===== src/rtl/div_clk_monitor.sv =====
// Checker for the even divider output: measures level lengths, counts periods,
// flags duty/stuck faults and reports lock once two good periods are seen.
module div_clk_monitor #(
    parameter int N     = 8,
    parameter int CNT_W = 8
) (
    input  logic               clk_1Hz_50duty_ratio,
    input  logic               clr,
    input  logic               divided_clk_even,
    input  logic               en,
    input  logic               err_clr,
    output logic               edge_pulse,
    output logic [$clog2(N):0] high_len,
    output logic [$clog2(N):0] low_len,
    output logic [CNT_W-1:0]   period_cnt,
    output logic               locked,
    output logic               err_duty,
    output logic               err_stuck
);

    localparam int W = $clog2(N) + 1;
    localparam logic [W-1:0] HALF  = W'(N / 2);
    localparam logic [W-1:0] LIMIT = W'(N);
    localparam logic [W-1:0] SAT   = {W{1'b1}};

    typedef enum logic [1:0] {
        S_IDLE,
        S_WAIT_RISE,
        S_HIGH,
        S_LOW
    } state_t;

    state_t           r_state;
    state_t           w_state_nxt;
    logic             r_d_q;
    logic [W-1:0]     r_run_len;
    logic [1:0]       r_good_cnt;
    logic             r_high_ok;

    logic             w_rise;
    logic             w_fall;
    logic [W-1:0]     w_run_inc;
    logic [W-1:0]     w_run_nxt;
    logic [1:0]       w_good_nxt;
    logic             w_high_ok_nxt;
    logic             w_edge_nxt;
    logic [W-1:0]     w_high_len_nxt;
    logic [W-1:0]     w_low_len_nxt;
    logic [CNT_W-1:0] w_period_nxt;
    logic             w_locked_nxt;
    logic             w_duty_set;
    logic             w_stuck_set;

    assign w_rise    = divided_clk_even & ~r_d_q;
    assign w_fall    = ~divided_clk_even & r_d_q;
    assign w_run_inc = (r_run_len == SAT) ? r_run_len : r_run_len + W'(1);

    always_ff @(posedge clk_1Hz_50duty_ratio or negedge clr) begin
        if (!clr) begin
            r_state <= S_IDLE;
        end else begin
            r_state <= w_state_nxt;
        end
    end

    always_comb begin
        w_state_nxt    = r_state;
        w_run_nxt      = r_run_len;
        w_good_nxt     = r_good_cnt;
        w_high_ok_nxt  = r_high_ok;
        w_edge_nxt     = 1'b0;
        w_high_len_nxt = high_len;
        w_low_len_nxt  = low_len;
        w_period_nxt   = period_cnt;
        w_locked_nxt   = locked;
        w_duty_set     = 1'b0;
        w_stuck_set    = 1'b0;
        if (!en) begin
            w_state_nxt   = S_IDLE;
            w_run_nxt     = '0;
            w_good_nxt    = 2'd0;
            w_high_ok_nxt = 1'b0;
            w_locked_nxt  = 1'b0;
        end else begin
            unique case (r_state)
                S_IDLE: begin
                    w_state_nxt = S_WAIT_RISE;
                end
                S_WAIT_RISE: begin
                    if (w_rise) begin
                        w_edge_nxt    = 1'b1;
                        w_run_nxt     = W'(1);
                        w_high_ok_nxt = 1'b0;
                        w_state_nxt   = S_HIGH;
                    end
                end
                S_HIGH: begin
                    if (w_fall) begin
                        w_edge_nxt     = 1'b1;
                        w_high_len_nxt = r_run_len;
                        w_run_nxt      = W'(1);
                        w_state_nxt    = S_LOW;
                        if (r_run_len == HALF) begin
                            w_high_ok_nxt = 1'b1;
                        end else begin
                            w_high_ok_nxt = 1'b0;
                            w_duty_set    = 1'b1;
                            w_good_nxt    = 2'd0;
                            w_locked_nxt  = 1'b0;
                        end
                    end else if (w_run_inc == LIMIT) begin
                        w_stuck_set   = 1'b1;
                        w_run_nxt     = '0;
                        w_good_nxt    = 2'd0;
                        w_high_ok_nxt = 1'b0;
                        w_locked_nxt  = 1'b0;
                        w_state_nxt   = S_WAIT_RISE;
                    end else begin
                        w_run_nxt = w_run_inc;
                    end
                end
                S_LOW: begin
                    if (w_rise) begin
                        w_edge_nxt    = 1'b1;
                        w_low_len_nxt = r_run_len;
                        w_run_nxt     = W'(1);
                        w_period_nxt  = period_cnt + CNT_W'(1);
                        w_high_ok_nxt = 1'b0;
                        w_state_nxt   = S_HIGH;
                        if (r_run_len != HALF) begin
                            w_duty_set   = 1'b1;
                            w_good_nxt   = 2'd0;
                            w_locked_nxt = 1'b0;
                        end else if (r_high_ok) begin
                            // second consecutive good period locks
                            if (r_good_cnt != 2'd2) begin
                                w_good_nxt = r_good_cnt + 2'd1;
                            end
                            if (r_good_cnt != 2'd0) begin
                                w_locked_nxt = 1'b1;
                            end
                        end
                    end else if (w_run_inc == LIMIT) begin
                        w_stuck_set   = 1'b1;
                        w_run_nxt     = '0;
                        w_good_nxt    = 2'd0;
                        w_high_ok_nxt = 1'b0;
                        w_locked_nxt  = 1'b0;
                        w_state_nxt   = S_WAIT_RISE;
                    end else begin
                        w_run_nxt = w_run_inc;
                    end
                end
                default: begin
                    w_state_nxt = S_IDLE;
                end
            endcase
        end
    end

    always_ff @(posedge clk_1Hz_50duty_ratio or negedge clr) begin
        if (!clr) begin
            r_d_q      <= 1'b0;
            r_run_len  <= '0;
            r_good_cnt <= 2'd0;
            r_high_ok  <= 1'b0;
            edge_pulse <= 1'b0;
            high_len   <= '0;
            low_len    <= '0;
            period_cnt <= '0;
            locked     <= 1'b0;
            err_duty   <= 1'b0;
            err_stuck  <= 1'b0;
        end else begin
            r_d_q      <= divided_clk_even;
            r_run_len  <= w_run_nxt;
            r_good_cnt <= w_good_nxt;
            r_high_ok  <= w_high_ok_nxt;
            edge_pulse <= w_edge_nxt;
            high_len   <= w_high_len_nxt;
            low_len    <= w_low_len_nxt;
            period_cnt <= w_period_nxt;
            locked     <= w_locked_nxt;
            // a fault on the clearing tick must not be lost
            err_duty   <= w_duty_set | (err_duty & ~err_clr);
            err_stuck  <= w_stuck_set | (err_stuck & ~err_clr);
        end
    end

endmodule


===== config.mk =====
export PLATFORM = sky130hd
export DESIGN_NAME = div_clk_monitor
export DESIGN_NICKNAME = d
export VERILOG_FILES = /design/src/rtl/div_clk_monitor.sv
export SDC_FILE = /design/constraint.sdc
export NUM_CORES = 1
export LEC_CHECK = 0
export BUFFER_PORTS_ARGS = -buffer_cell sky130_fd_sc_hd__buf_2
export CAP_MARGIN = 20
export CELL_PAD_IN_SITES_DETAIL_PLACEMENT = 1
export CELL_PAD_IN_SITES_GLOBAL_PLACEMENT = 1
export CORE_ASPECT_RATIO = 1.1
export CORE_MARGIN = 4
export CORE_UTILIZATION = 46
export DETAILED_ROUTE_END_ITERATION = 16
export GPL_ROUTABILITY_DRIVEN = 0
export PLACE_DENSITY = 0.8
export SYNTH_ARGS = -nofsm -noshare
export SYNTH_HDL_FRONTEND = slang
export SYNTH_SLANG_ARGS = --single-unit

===== constraint.sdc =====
create_clock -name clk_1Hz_50duty_ratio -period 4.1 [get_ports clk_1Hz_50duty_ratio]
set_input_delay 0.41 -clock clk_1Hz_50duty_ratio [delete_from_list [all_inputs] [get_ports clk_1Hz_50duty_ratio]]
set_output_delay 0.41 -clock clk_1Hz_50duty_ratio [all_outputs]
set_load 0.02 [all_outputs]

# == Word level (Yosys, flattened, before mapping) ==
# Cells that the tools add are included.
# classes
n_reduce_logical,8
n_eq_ne,15
addsub,3
mux,53
n_bitwise,9
# ops
cell,count
1-bit 2-to-1 mux,26
2-bit 2-to-1 mux,13
4-bit 2-to-1 mux,6
"5-bit != test, second input constant",3
4-bit one-hot mux with 3 select lines,1
"8-bit by 1-bit adder with 8-bit output, second input constant",1
"4-bit equality test, second input constant",2
1-bit one-hot mux with 2 select lines,4
2-bit one-hot mux with 4 select lines,1
4-bit AND reduction,2
3-bit AND reduction,2
"4-bit by 1-bit adder with 4-bit output, second input constant",1
1-bit bitwise AND,4
"2-bit equality test, second input constant",2
"4-bit by 3-bit equality test with 1-bit output, second input constant",1
"4-bit by 1-bit != test with 1-bit output, second input constant",1
"4-bit by 3-bit != test with 1-bit output, second input constant",1
"4-bit != test, second input constant",1
2-bit one-hot mux with 2 select lines,1
"3-bit by 1-bit != test with 1-bit output, second input constant",1
"3-bit != test, second input constant",1
1-bit inverter,3
1-bit one-hot mux with 3 select lines,1
"2-bit by 1-bit adder with 2-bit output, second input constant",1
7 further kinds,8
# word_totals
output_inout_bits,20
ff_bits,30
input_bits,5
elab_cells,100

# == Logic depth before layout (Yosys ltp) ==
# depth
ltp_word,8
ltp_mapped,8
ltp_nobuf,7

# == Worst setup path after synthesis ==
# No wires, ideal clock.
# synth_path
path_kind,register -> register
from,register r_state[0]
to,register r_good_cnt[1]
slack_ps,2307
path_buffers,1
t_required_ps,3979
setup_time_ps,121
period_less_slack_ps,1793
t_arrival_ps,1672
path_stages_with_launch,8
path_cell_list,dfrtp_1 inv_1 ha_1 clkbuf_1 nand3_1 o21ai_0 a22o_1 a22o_2
# synth_via
elab_chain_cells,3
elab_cells_between_ends,9
cone_classes,6 x eq/ne; 2 x mux; 1 x reduce/logical
# synth_lines
item,line,source
"start, declared",33,state_t r_state;
"start signal, assigned",62,r_state <= w_state_nxt;
2-bit equality test,85,unique case (r_state)
"5-bit != test (no line), or another cell as far along",-,
4-bit AND reduction (no line) or 2-bit 2-to-1 mux (tied branches),-,
"end signal, assigned",177,r_good_cnt <= w_good_nxt;
"end, declared",37,logic [1:0] r_good_cnt;
# Several ways; a longest one is shown, not always the timed one.
# A chain may end at the register's enable or synchronous reset.

# == Final worst setup path ==
# layout_path
from,register r_run_len[0]
to,register locked
# layout_via
elab_chain_cells,7
elab_cells_between_ends,16
cone_classes,1 x add/sub; 7 x eq/ne; 7 x mux; 1 x reduce/logical
# layout_lines
item,line,source
"start, declared",36,logic [W-1:0] r_run_len;
"start signal, assigned",176,r_run_len <= w_run_nxt;
4-bit by 1-bit adder with 4-bit output or 4-bit equality test (tied branches),56,assign w_run_inc = (r_run_len == SAT) ? r_run_len : r_run_len + W'(1);
4-bit 2-to-1 mux,56,
4-bit equality test,"111, 143",
1-bit 2-to-1 mux,-,
"1-bit 2-to-1 mux, on equally long branches",-,
1-bit one-hot mux with 2 select lines,85,
1-bit 2-to-1 mux,78,if (!en) begin
"end signal, assigned",183,locked <= w_locked_nxt;
"end, declared",16,"output logic locked,"
# Several ways; a longest one is shown, not always the timed one.

==> run_results.csv <==
group,metric,value,unit
clock_tree,cts_buffers,5,
layout,layout-drive-gt1-share,0.222,
layout,multiInputGateArea,828,µm²
floorplan,num_io_pins,25,
power,p_switching,0.291,mW
clock_tree,cts_hold_buf,0,
power,p_total,0.821,mW
timing,setup_viol,0,
detailed_routing,vias,1348,
power,clkPwrFrac,0.282,
detailed_routing,drtPass1Iterations,5,
floorplan,core,3390,µm²
synthesis,synth_warnings,0,
critical_path,cpMaxStageDelayCell,"dfrtp_1",
synthesis,synth-edff-count,0,
critical_path,r2r_end,"locked",
global_routing,track_usage,0.182,
critical_path,cp_max_fo,7,
placed_design,port_buffers,24,
synthesis,syn_inst,174,
timing,hold_violations,0,
power,switching_share,0.354,
global_routing,grt_first_pass_wirelength,6690,µm
critical_path,arrival,2260,ps
clock_tree,cts_tree,"done",
critical_path,startpoint_type,"register",
detailed_routing,drt_iter0_drc,79,
critical_path,crit_required,4300,ps
layout,nFillCells,413,
synthesis,async_reset_ff_frac,1.00,
global_routing,busiest_layer,"met2",
placed_design,place_ws,2060,ps
clock_tree,htree_levels,2,
flow_run,maxCapViolations,0,
global_routing,grtUsageMet1,0.229,
timing,relSlewSlack,0.556,
global_routing,grt_use_met3,0.0397,
synthesis,ys_ff_latch,30,
clock_tree,cts_sinks,30,
status,outcome,"completed",
global_routing,grt_max_degree,31,
power,cellLeakagePower,0.902,nW
layout,register_area,751,µm²
power,power.density,438,nW/µm²
timing,timing.hold.ws,102,ps
critical_path,path_cells,"ha_1 -> or3b_4 -> a211oi_4 -> o21ai_0 -> o211ai_1 -> a21oi_1",
power,p_seq_frac,0.431,
critical_path,max_stage_delay,450,ps
layout,antenna_cells,0,
critical_path,r2r_start,"r_run_len[0]",
timing,finalCritPeriodShare,0.500,
synthesis,ys_types,41,
critical_path,endpoint_kind,"register",
layout,final_core_util,0.554,
detailed_routing,ant_nets,0,
global_routing,grtUsageMet2,0.315,
floorplan,fp.dieW,65.1,µm
global_routing,grt_pass1_vias,1408,
power,p_int,0.530,mW
detailed_routing,via_per_inst,5.48,
synthesis,ys_seq_area_frac,0.455,
floorplan,die_h,70.8,µm
timing,worst_pin_slew,665,ps
floorplan,floorplan.die_area,4610,µm²
timing,finalCriticalPeriod,2050,ps
clock_tree,clk_pin_slew,100,ps
global_routing,overflow,0,
timing,max_freq,0.487,GHz
detailed_routing,post_drt_wl_per_cell,15.7,µm
synthesis,netlist_area,1650,µm²
timing,postLayoutSetupSlackWorst,2050,ps
floorplan,start_util,0.487,
layout,syn2layout_area_growth,13.7,%
timing,report.final.slew_viol_count,0,
synthesis,ys.flop_type,"dfrtp_1",
floorplan,core.rowCount,22,
hold_path,min-delay-path-class,"input port to asynchronous set/reset pin",
synthesis,syn_area_per_cell,9.48,µm²
clock_tree,clockBufferDepth,2,
synthesis,syn_nets,189,
power,comb_power_share,0.288,
placed_design,hpwl,2860,µm
clock_tree,clkLatencyLatePin,330,ps
detailed_routing,wl,3870,µm
clock_tree,cts_root_buf,"clkbuf_4",
layout,final_nets,212,
global_routing,antenna_found_initial,0,
critical_path,criticalPathCategory,"register to register",
timing,fin_tns_setup,0,ps
clock_tree,cts_setup_buffers,0,
detailed_routing,post-route-drc-count,0,
critical_path,worst-r2r-setup-slack,2050,ps
timing,rsz0062_at_grt,"false",
clock_tree,cts_resized,0,
timing,finClkSkew,11.4,ps
critical_path,reg2reg_depth,6,
critical_path,worst-path-buf-inv,0,
power,ir_drop,0.184,mV
critical_path,crit_family,"compound AO/OA/AOI/OAI gates",
[kinds of logic (layout without fill, tap and decap cells)]
group	count (synthesis)	after routing	share of synthesized area
muxes	3	3	0.0205
AOI/OAI and AO/OA	41	41	0.163
xor gates and xnor gates	7	7	0.0372
buffers and inverters	18	42	0.0425
adders and majority gates	10	10	0.0759
and+or+nand+nor	65	65	0.206
DFF	30	30	0.455
[layout make-up]
type                            instances  area share
Sequential cell                        30       0.401
Clock inverter                          3      0.0214
Clock buffer                            5      0.0200
Inverter                               10      0.0200
Timing Repair Buffer                   24      0.0641
Multi-Input combinational cell        126       0.442
Tap cell                               48      0.0320
[layer usage]
layer | wire length [µm] | vias to the layer above | share of wire
met4 | 35 | 0 | 0.0091
met2 | 1910 | 27 | 0.49
li1 | - | 651 | -
met1 | 1760 | 666 | 0.46
met5 | 0 | - | 0
met3 | 153 | 4 | 0.040
[worst max path at each step]
stage	from	endpoint	slack (ps)	depth (start not counted)
6_report	r_run_len[0]	locked	2050	6
5_1_grt	r_state[1]	r_run_len[3]	1910	6
4_1_cts	r_state[0]	r_good_cnt[1]	2050	6
3_5_place_dp	r_state[0]	r_good_cnt[1]	2060	5
3_3_place_gp	r_state[0]	r_good_cnt[1]	2120	5
2_1_floorplan	r_state[0]	r_good_cnt[1]	2310	7
[power groups by stage]
stage	Combinational [mW]	Clock [mW]	Sequential, mW
after floorplan	0.143	0	0.375
after global placement	0.225	0	0.355
after detailed placement	0.237	0	0.359
after CTS	0.238	0.237	0.353
after global routing	0.267	0.256	0.358
final	0.236	0.231	0.353
[cell usage after synthesis (2+ instances only)]
cell	number	area, µm²
dfrtp_1	30	751
nand2_1	20	75.1
a21oi_1	12	60.1
nand3_1	11	55.1
o21ai_0	11	55.1
ha_1	10	125
inv_1	10	37.5
nor2_1	9	33.8
clkbuf_1	6	22.5
xnor2_1	6	52.6
nand2b_1	4	25.0
nand4_1	4	25.0
mux2_2	3	33.8
a22o_1	2	17.5
and2_1	2	12.5
and3_1	2	12.5
buf_2	2	10.0
nor2b_1	2	12.5
nor3b_1	2	15.0
o211ai_1	2	15.0
o22ai_1	2	12.5
o2bb2ai_1	2	17.5
or2_2	2	12.5
[layout by cell type, fill, tap and decap left out, drive strengths merged, types with 2 or more instances in the layout]
master / count
buf: 24
nand2b: 4
and2: 2
and3: 2
and3b: 2
or2: 2
nand2: 20
o22ai: 2
o211ai: 2
inv: 10
clkinv: 2
dfrtp: 30
nand3: 11
nor2: 9
a22o: 3
clkbuf: 5
mux2: 3
a21oi: 13
nor2b: 3
ha: 10
o21ai: 11
nand4: 4
xnor2: 6
nor3b: 2
o2bb2ai: 2
[per-stage QoR]
step | area (µm²) | std cells
2_1_floorplan | 1650 | 174
3_3_place_gp | 1800 | 238
3_5_place_dp | 1800 | 238
4_1_cts | 1870 | 246
5_1_grt | 1870 | 246
6_report | 1870 | 246
[flip-flops by register name, indices dropped and copies added (netlist names)]
name and cells:
edge_pulse 1, low_len 4, r_high_ok 1, r_good_cnt 2, high_len 4, r_state 2, locked 1, r_run_len 4
err_stuck 1, period_cnt 8, r_d_q 1, err_duty 1
Note: power is estimated with default switching activity, not from simulation.
